===== src/rtl/packet_processor_if.sv =====
// Line-side and RX-FIFO-side signals of the Manchester receive front end.
// The slave modport is the decoder; the master modport is the line/FIFO environment.
interface packet_processor_if;
  logic       Ethernet_In;
  logic       FULL;
  logic [7:0] E_Data;
  logic       w_enable;

  modport master (output Ethernet_In, output FULL, input E_Data, input w_enable);
  modport slave  (input Ethernet_In, input FULL, output E_Data, output w_enable);
endinterface


===== src/rtl/packet_processor.sv =====
// Manchester receive front end: synchronise, recover mid-bit edges, hunt for the SFD, push bytes to the RX FIFO.
// Optional macro PP_HEADER_ONLY_EN: forward only bytes 6..13 after the SFD (SA and LEN).
module packet_processor #(
  parameter int HALF_BIT     = 5,
  parameter int BLANK        = 7,
  parameter int IDLE_TIMEOUT = 16
) (
  input  logic               clk,
  input  logic               n_rst,
  packet_processor_if.slave  bus
);

  // Headroom of one bit period past the timeout so saturation never masks it.
  localparam int CNT_W = $clog2(IDLE_TIMEOUT + 2 * HALF_BIT + 1);
  localparam logic [7:0] SFD = 8'hAB;

  typedef enum logic [1:0] {IDLE = 2'd0, HUNT = 2'd1, RECEIVE = 2'd2} state_t;

  state_t             state_q, state_d;
  logic               sync1_q, sync1_d;
  logic               sync2_q, sync2_d;
  logic               hist_q, hist_d;
  logic [CNT_W-1:0]   cnt_q, cnt_d;
  logic [7:0]         hunt_q, hunt_d;
  logic [7:0]         byte_q, byte_d;
  logic [2:0]         bitcnt_q, bitcnt_d;
  logic [7:0]         edata_q, edata_d;
  logic               wen_q, wen_d;

  logic               edge_det;
  logic               bit_val;
  logic               acc;
  logic               write_ok;
  logic [7:0]         hunt_shift;
  logic [7:0]         byte_shift;

  assign edge_det   = sync2_q ^ hist_q;
  assign bit_val    = sync2_q;
  assign acc        = edge_det && ((state_q == IDLE) || (cnt_q >= CNT_W'(BLANK)));
  assign hunt_shift = {hunt_q[6:0], bit_val};
  assign byte_shift = {byte_q[6:0], bit_val};

`ifdef PP_HEADER_ONLY_EN
  logic [3:0] idx_q, idx_d;
  assign write_ok = (idx_q >= 4'd6) && (idx_q <= 4'd13);
`else
  assign write_ok = 1'b1;
`endif

  always_comb begin
    sync1_d  = bus.Ethernet_In;
    sync2_d  = sync1_q;
    hist_d   = sync2_q;
    state_d  = state_q;
    cnt_d    = (cnt_q == {CNT_W{1'b1}}) ? cnt_q : cnt_q + 1'b1;
    hunt_d   = hunt_q;
    byte_d   = byte_q;
    bitcnt_d = bitcnt_q;
    edata_d  = edata_q;
    wen_d    = 1'b0;
`ifdef PP_HEADER_ONLY_EN
    idx_d    = idx_q;
`endif

    if (acc) begin
      cnt_d = '0;
      case (state_q)
        IDLE: begin
          hunt_d  = hunt_shift;
          state_d = HUNT;
        end
        HUNT: begin
          hunt_d = hunt_shift;
          if (hunt_shift == SFD) begin
            state_d  = RECEIVE;
            bitcnt_d = 3'd0;
            byte_d   = 8'h00;
`ifdef PP_HEADER_ONLY_EN
            idx_d    = 4'd0;
`endif
          end
        end
        RECEIVE: begin
          byte_d   = byte_shift;
          bitcnt_d = bitcnt_q + 3'd1;
          if (bitcnt_q == 3'd7) begin
            // Dropped bytes still advance the index so header positions stay aligned.
            if (!bus.FULL && write_ok) begin
              wen_d   = 1'b1;
              edata_d = byte_shift;
            end
`ifdef PP_HEADER_ONLY_EN
            if (idx_q != 4'hF) idx_d = idx_q + 4'd1;
`endif
          end
        end
        default: state_d = IDLE;
      endcase
    end else if (cnt_q >= CNT_W'(IDLE_TIMEOUT)) begin
      state_d  = IDLE;
      hunt_d   = 8'h00;
      byte_d   = 8'h00;
      bitcnt_d = 3'd0;
`ifdef PP_HEADER_ONLY_EN
      idx_d    = 4'd0;
`endif
    end
  end

  always_ff @(posedge clk or negedge n_rst) begin
    if (!n_rst) begin
      state_q  <= IDLE;
      sync1_q  <= 1'b1;
      sync2_q  <= 1'b1;
      hist_q   <= 1'b1;
      cnt_q    <= '0;
      hunt_q   <= 8'h00;
      byte_q   <= 8'h00;
      bitcnt_q <= 3'd0;
      edata_q  <= 8'h00;
      wen_q    <= 1'b0;
`ifdef PP_HEADER_ONLY_EN
      idx_q    <= 4'd0;
`endif
    end else begin
      state_q  <= state_d;
      sync1_q  <= sync1_d;
      sync2_q  <= sync2_d;
      hist_q   <= hist_d;
      cnt_q    <= cnt_d;
      hunt_q   <= hunt_d;
      byte_q   <= byte_d;
      bitcnt_q <= bitcnt_d;
      edata_q  <= edata_d;
      wen_q    <= wen_d;
`ifdef PP_HEADER_ONLY_EN
      idx_q    <= idx_d;
`endif
    end
  end

  assign bus.E_Data   = edata_q;
  assign bus.w_enable = wen_q;

endmodule


===== src/flat_wrapper.sv =====
// flat-port wrapper written by rule: the top's interface ports become plain ports
module packet_processor_flat 
#(
  parameter int HALF_BIT     = 5,
  parameter int BLANK        = 7,
  parameter int IDLE_TIMEOUT = 16
)
  (clk, n_rst, bus_Ethernet_In, bus_FULL, bus_E_Data, bus_w_enable);
  packet_processor_if bus_i ();
  input  logic clk;
  input  logic n_rst;
  input wire logic [$bits(bus_i.Ethernet_In)-1:0] bus_Ethernet_In;
  input wire logic [$bits(bus_i.FULL)-1:0] bus_FULL;
  output wire logic [$bits(bus_i.E_Data)-1:0] bus_E_Data;
  output wire logic [$bits(bus_i.w_enable)-1:0] bus_w_enable;
  assign bus_i.Ethernet_In = bus_Ethernet_In;
  assign bus_i.FULL = bus_FULL;
  assign bus_E_Data = bus_i.E_Data;
  assign bus_w_enable = bus_i.w_enable;
  packet_processor #(.HALF_BIT(HALF_BIT), .BLANK(BLANK), .IDLE_TIMEOUT(IDLE_TIMEOUT)) u_core (.clk(clk), .n_rst(n_rst), .bus(bus_i));
endmodule

===== config.mk =====
export PLATFORM = sky130hd
export DESIGN_NAME = packet_processor_flat
export DESIGN_NICKNAME = d
export VERILOG_FILES = /design/src/rtl/packet_processor_if.sv /design/src/rtl/packet_processor.sv /design/src/flat_wrapper.sv
export SDC_FILE = /design/constraint.sdc
export NUM_CORES = 1
export LEC_CHECK = 0
export ABC_AREA = 1
export ABC_CLOCK_PERIOD_IN_PS = 2400
export CORE_MARGIN = 1.5
export CORE_UTILIZATION = 45
export DETAILED_ROUTE_END_ITERATION = 10
export SYNTH_ARGS = -nofsm -noshare
export SYNTH_HDL_FRONTEND = slang
export SYNTH_SLANG_ARGS = --single-unit

===== constraint.sdc =====
create_clock -name clk -period 2.4 [get_ports clk]
set_input_delay 0.48 -clock clk [delete_from_list [all_inputs] [get_ports clk]]
set_output_delay 0.48 -clock clk [all_outputs]
set_load 0.01 [all_outputs]

# Yosys cells after proc, flatten, opt, wreduce, memory -nomap -nowiden
# Cells that the tools add are included.
[op_classes]
multipliers = 0
muxes = 20
n_addsub = 2
eq_ne = 10
div_mod_pow = 0
order_cmp = 2
n_bitwise = 2
shift = 0
reduce_logical = 9
[op_table]
columns = ["cell", "n"]
rows = [
  ["7-bit two-way mux", 5],
  ["7-bit case mux with 2 select lines", 1],
  ["5-bit two-way mux", 2],
  ["3-bit two-way mux", 3],
  ["8-bit equality test (second input constant)", 1],
  ["2-bit two-way mux", 3],
  ["3-bit != test (second input constant)", 2],
  ["2-bit case mux with 3 select lines", 1],
  ["3-bit case mux with 2 select lines", 1],
  ["3-bit AND reduction", 2],
  ["5-bit by 1-bit adder with 5-bit output (second input constant)", 1],
  ["5-bit equality test (second input constant)", 1],
  ["5-bit by 3-bit greater-or-equal comparator with 1-bit output (second input constant)", 1],
  ["5-bit greater-or-equal comparator (second input constant)", 1],
  ["1-bit two-way mux", 4],
  ["2-bit != test (second input constant)", 2],
  ["4-bit AND reduction", 1],
  ["3-bit by 1-bit adder with 3-bit output (second input constant)", 1],
  ["3-bit equality test (second input constant)", 1],
  ["2-bit by 1-bit equality test with 1-bit output (second input constant)", 1],
  ["2-bit equality test (second input constant)", 1],
  ["2-bit zero test", 1],
  ["2-bit by 1-bit != test with 1-bit output (second input constant)", 1],
  ["2-bit AND reduction", 1],
  ["6 further kinds", 6],
]
[totals]
latch_bits = 0
rom_bits = 0
register_bits = 36
wordCells = 55
ramBits = 0
mem_count = 0
inputBits = 4

# Longest topological paths before layout
# Gate-level depths: netlist of run 1.
[depth]
depth_word = 5
depth_mapped = 10

# Worst setup path after synthesis of run 1
# Ideal clock, no wire load.
[synth_path]
path_kind = "flip-flop to flip-flop"
from = "register u_core.state_q[0]"
to = "register u_core.state_q[1]"
path_slack_ps = 890
synth_period_minus_slack_ps = 1510
required_ps = 2283
setup_ps = 117
stages_incl_launch_ff = 10
t_arrival_ps = 1393
path_cell_list = "dfrtp_1 -> inv_1 -> ha_1 -> inv_1 -> nand4_2 -> nand2_4 -> nand2_8 -> buf_4 -> nand3_1 -> nand2_1"
[synth_via]
elab_chain_len = 5
[synth_lines]
columns = ["item", "line_no", "text"]
rows = [
  ["start: declaration", "packet_processor.sv:19", "state_t state_q, state_d;"],
  ["start signal: assignment", "packet_processor.sv:126", "state_q <= state_d;"],
  ["2-bit zero test", "packet_processor.sv:39, packet_processor.sv:67", ""],
  ["1-bit logical OR", "packet_processor.sv:39", "assign acc = edge_det && ((state_q == IDLE) || (cnt_q >= CNT_W'(BLANK)));"],
  ["1-bit logical AND", "packet_processor.sv:39", ""],
  ["3-bit != test (no source line), or another cell as far along", "-", ""],
  ["3-bit AND reduction (no source line)", "-", ""],
]
# Several ways; a longest one is shown, not always the timed one.
# A chain may end at the register's enable or synchronous reset.

# Worst setup path after layout of run 1
[layout_path]
from = "register u_core.state_q[0]"
to = "register u_core.byte_q[3]"
[layout_via]
elab_chain_len = 5
[layout_lines]
columns = ["item", "line_no", "text"]
rows = [
  ["2-bit zero test", "packet_processor.sv:39", ""],
  ["1-bit logical OR", "packet_processor.sv:39", ""],
  ["1-bit logical AND", "packet_processor.sv:39", ""],
  ["3-bit != test (no source line) / 2-bit nonzero test (equally long branches)", "-", ""],
  ["3-bit AND reduction (no source line)", "-", ""],
  ["end signal: assignment", "packet_processor.sv:132", "byte_q <= byte_d;"],
  ["end: declaration", "packet_processor.sv:25", "logic [7:0] byte_q, byte_d;"],
]
# Several ways; a longest one is shown, not always the timed one.

==> impl_metrics.csv, run 1 <==
group,metric,value,unit
timing,rsz0062_at_grt,"false",
floorplan,dieArea,0.004436,mm^2
clock_network,cts_resized,0,
timing,skew,0.005086,ns
timing,period_needed,1.715,ns
floorplan,fp.coreArea,0.003771,mm^2
floorplan,die_w,66.61,um
timing,whs,0.3586,ns
synth,syn_area,0.001820,mm^2
synth,ys_seq_elements,36,
clock_network,cts_tree,"built",
layout,final_util,54.81,%
timing,worst_slack,0.6850,ns
timing,period_share,71.46,%
pwr,p_leak,1.060,nW
pwr,powerDensity,895.4,mW/mm^2
placed_design,dp_cells,267,
synth,postSynthAreaPerCell,8.711,um^2
timing,setup_viol,0,
layout,fill_cells,333,
clock_network,insertion_delay,0.28,ns
floorplan,die_h,66.61,um
clock_network,cts-root-buf,"clkbuf_8",
setup_path,crit_type,"reg2reg",
synth,synth_cells,209,
routing,wl_per_cell,11.80,um
floorplan,rows,22,
synth,synthArstFlopShare,100.0,%
clock_network,h-tree-depth,2,
clock_network,cts_buffer_depth,2,
min_path,min_to,"u_core.bit_val",
synth,ys_types,25,
clock_network,cts_inserted_buffers,5,
placed_design,io_buffers,12,
setup_path,cp.required,2.62,ns
floorplan,start_util,48.27,%
synth,synth_edf_count,0,
timing,worst_pin_slew,0.4534,ns
routing,viasPerCell,4.862,
layout,final_nets,238,
timing,fin_tns_setup,0,ns
setup_path,critPathLaunchType,"flip-flop",
setup_path,cp_data_arrival_time,1.93,ns
setup_path,r2r_end,"u_core.byte_q[3]",
floorplan,ios,13,
layout,postLayoutCellArea,0.002067,mm^2
routing,ant_nets,0,
clock_network,clock_sinks,36,
layout,stdcell_count,275,
pwr,vdd_drop_max,0.4005,mV
synth,ys.flop_type,"dfrtp_1",
setup_path,rr_worst_depth,9,
setup_path,crit_fanout,15,
synth,synth_fp_nets,221,
layout,drive_gt1_share,11.89,%
timing,maxSlewHeadroom,69.78,%
layout,multiInputGateArea,814.5,um^2
layout,n_antenna_cell,0,
setup_path,cp-end-kind,"flip-flop",
synth,ys_top_cells_by_area,"dfrtp_1, nand2_1, ha_1",
synth,ys_warn_count,0,
timing,clock.fmax,583.1,MHz
synth,yosys.area.top_type,"dfrtp_1",
timing,final_max_slew_viol_count,0,
placed_design,dp_worst_setup_slack,0.6883,ns
grt,grt_pass1_wl,5899,um
routing,drtIter0Drc,98,
run_status,outcome,"complete, no violations",
placed_design,place_area,0.001986,mm^2
setup_path,r2r_start,"u_core.state_q[0]",
grt,antenna_found_initial,0,
setup_path,reg2reg_setup_slack,0.68,ns
clock_network,clk_pin_slew,0.06,ns
grt,gr-total-overflow,0,
layout,register_area,904.6,um^2
routing,num_vias,1337,
routing,dr.pass1.iters,4,
min_path,hp-start,"u_core.sync1_q",
synth,synth-seq-area-share,49.69,%
clock_network,post-cts-setup-buffer-count,0,
min_path,hold_class,"reg2reg",
placed_design,place_hpwl,2438,um
clock_network,hold_buffers,0,
job,cap_violations,0,
pwr,total_power,1.851,mW
layout,area_delta_synth_final,13.54,%
timing,hold_violations,0,
grt,grt_use_total,17.82,%
synth,synth_top_area_share,45.36,%
routing,wl,3245,um
routing,drc_errors,0,
grt,grt_pass1_vias,1303,
placed_design,place.gp.congestion,0.7766,
grt,grt_start_max_net_pins,37,
min_path,hold_path_depth,0,
==> logic make-up (layout without fill, tap and decap cells) <==
logic type | after synthesis | count (layout) | synth area share (%)
xor+xnor | 4 | 4 | 2.337
buf+inv | 24 | 42 | 5.567
compound gates | 11 | 11 | 3.642
flops | 36 | 36 | 49.69
fa+ha+maj | 8 | 8 | 5.499
simple gates | 126 | 126 | 33.26
==> layer usage <==
metal | part of all wire (%) | vias to the layer above | track usage [%]
met1 | 49 | 620 | 23.13
met3 | 3.2 | 7 | 5.068
met2 | 47 | 21 | 28.50
met5 | 0 | - | 0
met4 | 1.5 | 0 | 6.122
li1 | - | 689 | -
==> placed cells by master, fill, tap and decap left out, types with 2 or more instances in the layout <==
cell type        count
nand2_2              2
o21ai_0              2
nand4_1              2
o21ai_1              7
ha_1                 8
nand3_4              2
inv_1               17
nand2_1             70
nor2_1              24
dfrtp_1             33
nand3_1             19
dfstp_2              3
clkbuf_1             2
clkdlybuf4s50_1     12
clkbuf_8             5
inv_2                4
nand2_4              3
xor2_1               3
==> registers in the layout, summed over array words and instances (netlist names) <==
register and cells:
u_core.bitcnt_q 3, u_core.bus.E_Data 8, u_core.bit_val 1, u_core.byte_q 7, u_core.hunt_q 7, u_core.hist_q 1
u_core.bus.w_enable 1, u_core.state_q 2, u_core.cnt_q 5, u_core.sync1_q 1
==> synthesized netlist by cell type, types with 2 or more instances <==
| library cell | instances |
|---|---|
| nand2_1 | 70 |
| dfrtp_1 | 33 |
| nor2_1 | 24 |
| nand3_1 | 19 |
| inv_1 | 17 |
| ha_1 | 8 |
| o21ai_1 | 7 |
| inv_2 | 4 |
| dfstp_2 | 3 |
| nand2_4 | 3 |
| xor2_1 | 3 |
| nand2_2 | 2 |
| nand3_4 | 2 |
| nand4_1 | 2 |
| o21ai_0 | 2 |
==> layout make-up <==
class | instances | area share [%]
inverters | 21 | 3.814
clock inverters | 1 | 0.2421
repair buffers | 13 | 6.174
multi-input cells | 149 | 39.41
clock buffers | 7 | 3.692
flip-flops and latches | 36 | 43.77
well taps | 48 | 2.906
==> critical path: stages, from the launching register on <==
cell and delay [ns]:
dfrtp_1 0.40, inv_1 0.08, ha_1 0.21, inv_1 0.10, nand4_2 0.20, nand2_4 0.24, nand2_8 0.12, nand3_4 0.15
nand2_1 0.08, nand2_1 0.08
==> worst max-delay path by stage <==
stage                      startpoint                  to  cells past startpoint
floorplan           u_core.state_q[0]   u_core.state_q[1]                      9
global placement    u_core.state_q[0]  u_core.bitcnt_q[1]                      9
detailed placement  u_core.state_q[0]    u_core.byte_q[3]                      9
CTS                 u_core.state_q[0]    u_core.byte_q[3]                      9
global route        u_core.state_q[0]  u_core.bitcnt_q[1]                      9
finish              u_core.state_q[0]    u_core.byte_q[3]                      9
==> power breakdown <==
part	internal (mW)	switching, mW	total, mW	leakage [nW]
registers	0.701	0.0720	0.773	0.484
logic	0.211	0.470	0.681	0.534
clock network	0.203	0.193	0.397	0.0422
Power figures use the tool's default switching activity.
==> inputs of run 2 (changes only) <==
ABC_CLOCK_PERIOD_IN_PS = 1700   (was 2400)
clock period = 1.7 ns   (was 2.4 ns; I/O delays follow)
==> impl_metrics.csv, run 2 (synthesized netlist as in run 1, its figures left out) <==
group,metric,value,unit
timing,worst_pin_slew,0.4489,ns
clock_network,clock_sinks,36,
floorplan,dieArea,0.004436,mm^2
layout,final_nets,251,
routing,dr.pass1.iters,4,
run_status,outcome,"complete, no violations",
layout,fill_cells,303,
routing,num_vias,1431,
placed_design,place_hpwl,2388,um
grt,gr-total-overflow,0,
layout,stdcell_count,288,
setup_path,crit_fanout,8,
timing,skew,0.006555,ns
job,cap_violations,0,
setup_path,cp_data_arrival_time,1.82,ns
placed_design,place_area,0.001993,mm^2
grt,grt_pass1_wl,5775,um
setup_path,cp.required,1.90,ns
layout,register_area,904.6,um^2
setup_path,cp-end-kind,"flip-flop",
min_path,hold_path_depth,0,
timing,maxSlewHeadroom,70.07,%
pwr,vdd_drop_max,0.8195,mV
placed_design,io_buffers,12,
layout,drive_gt1_share,22.08,%
setup_path,reg2reg_setup_slack,0.08,ns
timing,hold_violations,0,
layout,largest_reg_flops,8,
grt,antenna_found_initial,0,
min_path,hp-start,"u_core.sync1_q",
layout,final_util,61.75,%
floorplan,die_w,66.61,um
timing,whs,0.3584,ns
layout,postLayoutCellArea,0.002328,mm^2
layout,multiInputGateArea,913.4,um^2
setup_path,crit_type,"reg2reg",
setup_path,critPathLaunchType,"flip-flop",
pwr,total_power,3.503,mW
routing,wl,3610,um
floorplan,rows,22,
timing,clock.fmax,619.1,MHz
grt,grt_pass1_vias,1290,
setup_path,rr_worst_depth,9,
routing,drc_errors,0,
layout,n_antenna_cell,0,
layout,layout_commonest_cell,"nand2_1",
routing,wl_per_cell,12.53,um
timing,setup_viol,0,
min_path,min_to,"u_core.bit_val",
pwr,p_leak,1.157,nW
grt,grt_use_total,17.64,%
timing,period_needed,1.615,ns
timing,period_share,95.01,%
placed_design,place.gp.congestion,0.7879,
routing,drtIter0Drc,66,
setup_path,r2r_end,"u_core.hunt_q[3]",
clock_network,cts_buffer_depth,2,
floorplan,start_util,48.27,%
layout,area_delta_synth_final,27.90,%
clock_network,insertion_delay,0.29,ns
layout,layout_common_cells,"nand2_1, dfrtp_1, nor2_1",
floorplan,die_h,66.61,um
clock_network,cts-root-buf,"clkbuf_8",
clock_network,h-tree-depth,2,
clock_network,cts_inserted_buffers,5,
clock_network,clk_pin_slew,0.07,ns
setup_path,r2r_start,"u_core.cnt_q[0]",
pwr,powerDensity,1504,mW/mm^2
timing,final_max_slew_viol_count,0,
floorplan,fp.coreArea,0.003771,mm^2
placed_design,dp_cells,268,
min_path,hold_class,"reg2reg",
grt,grt_start_max_net_pins,37,
routing,viasPerCell,4.969,
floorplan,ios,13,
clock_network,cts_tree,"built",
routing,ant_nets,0,
-- run 2: per-stage QoR --
stage | setup TNS [ns] | setup slack (ns)
after detailed placement | 0 | 0.01697
final | 0 | 0.08476
after floorplan | 0 | 0.1901
after global placement | 0 | 0.07529
after global routing | -0.07944 | -0.01721
after CTS | 0 | 0.002341
-- run 2: repair_timing --
item | in CTS | in global routing
gates cloned | 0 | 3
pin swaps | 1 | 8
gates resized for setup | 0 | 21
hold endpoints to repair | 0 | 0
setup endpoints to repair | 1 | 23
buffers inserted | 2 | 7
hold buffers | 0 | 0
-- run 2: worst max path at each step --
stage,startpoint,to
floorplan,u_core.state_q[0],u_core.state_q[1]
global placement,u_core.state_q[0],u_core.bitcnt_q[2]
detailed placement,u_core.state_q[0],u_core.byte_q[2]
CTS,u_core.state_q[1],u_core.hunt_q[5]
global route,u_core.cnt_q[4],u_core.byte_q[3]
finish,u_core.cnt_q[0],u_core.hunt_q[3]
-- run 2: worst max-delay path, cell delays in order, from the launching register on --
cell	delay (ns)
dfrtp_1	0.41
ha_2	0.20
nand2_2	0.09
nand3_1	0.10
nor2_2	0.17
nor2_4	0.06
buf_4	0.15
nand2_4	0.09
nand2_2	0.09
o21ai_1	0.16
-- run 2: final cells by class --
class	count	share of cell area [%]
flip-flops and latches	36	38.85
repair buffers	23	9.027
well taps	48	2.579
inverters	21	3.493
clock inverters	3	3.869
multi-input cells	152	39.23
clock buffers	5	2.955
-- run 2: report_power, final --
group / internal, mW / switching (mW)
Combinational: 0.513 / 0.855
Sequential: 0.989 / 0.105
Clock: 0.734 / 0.307
Total: 2.24 / 1.27
-- run 2: layer usage --
metal,share of wire (%),vias to the layer above,wire (um),global-route usage (%)
li1,-,724,-,-
met1,47,660,1698,23.10
met2,46,39,1678,27.88
met3,4.6,8,167,5.068
met4,1.8,0,65,6.122
met5,0,-,0,0
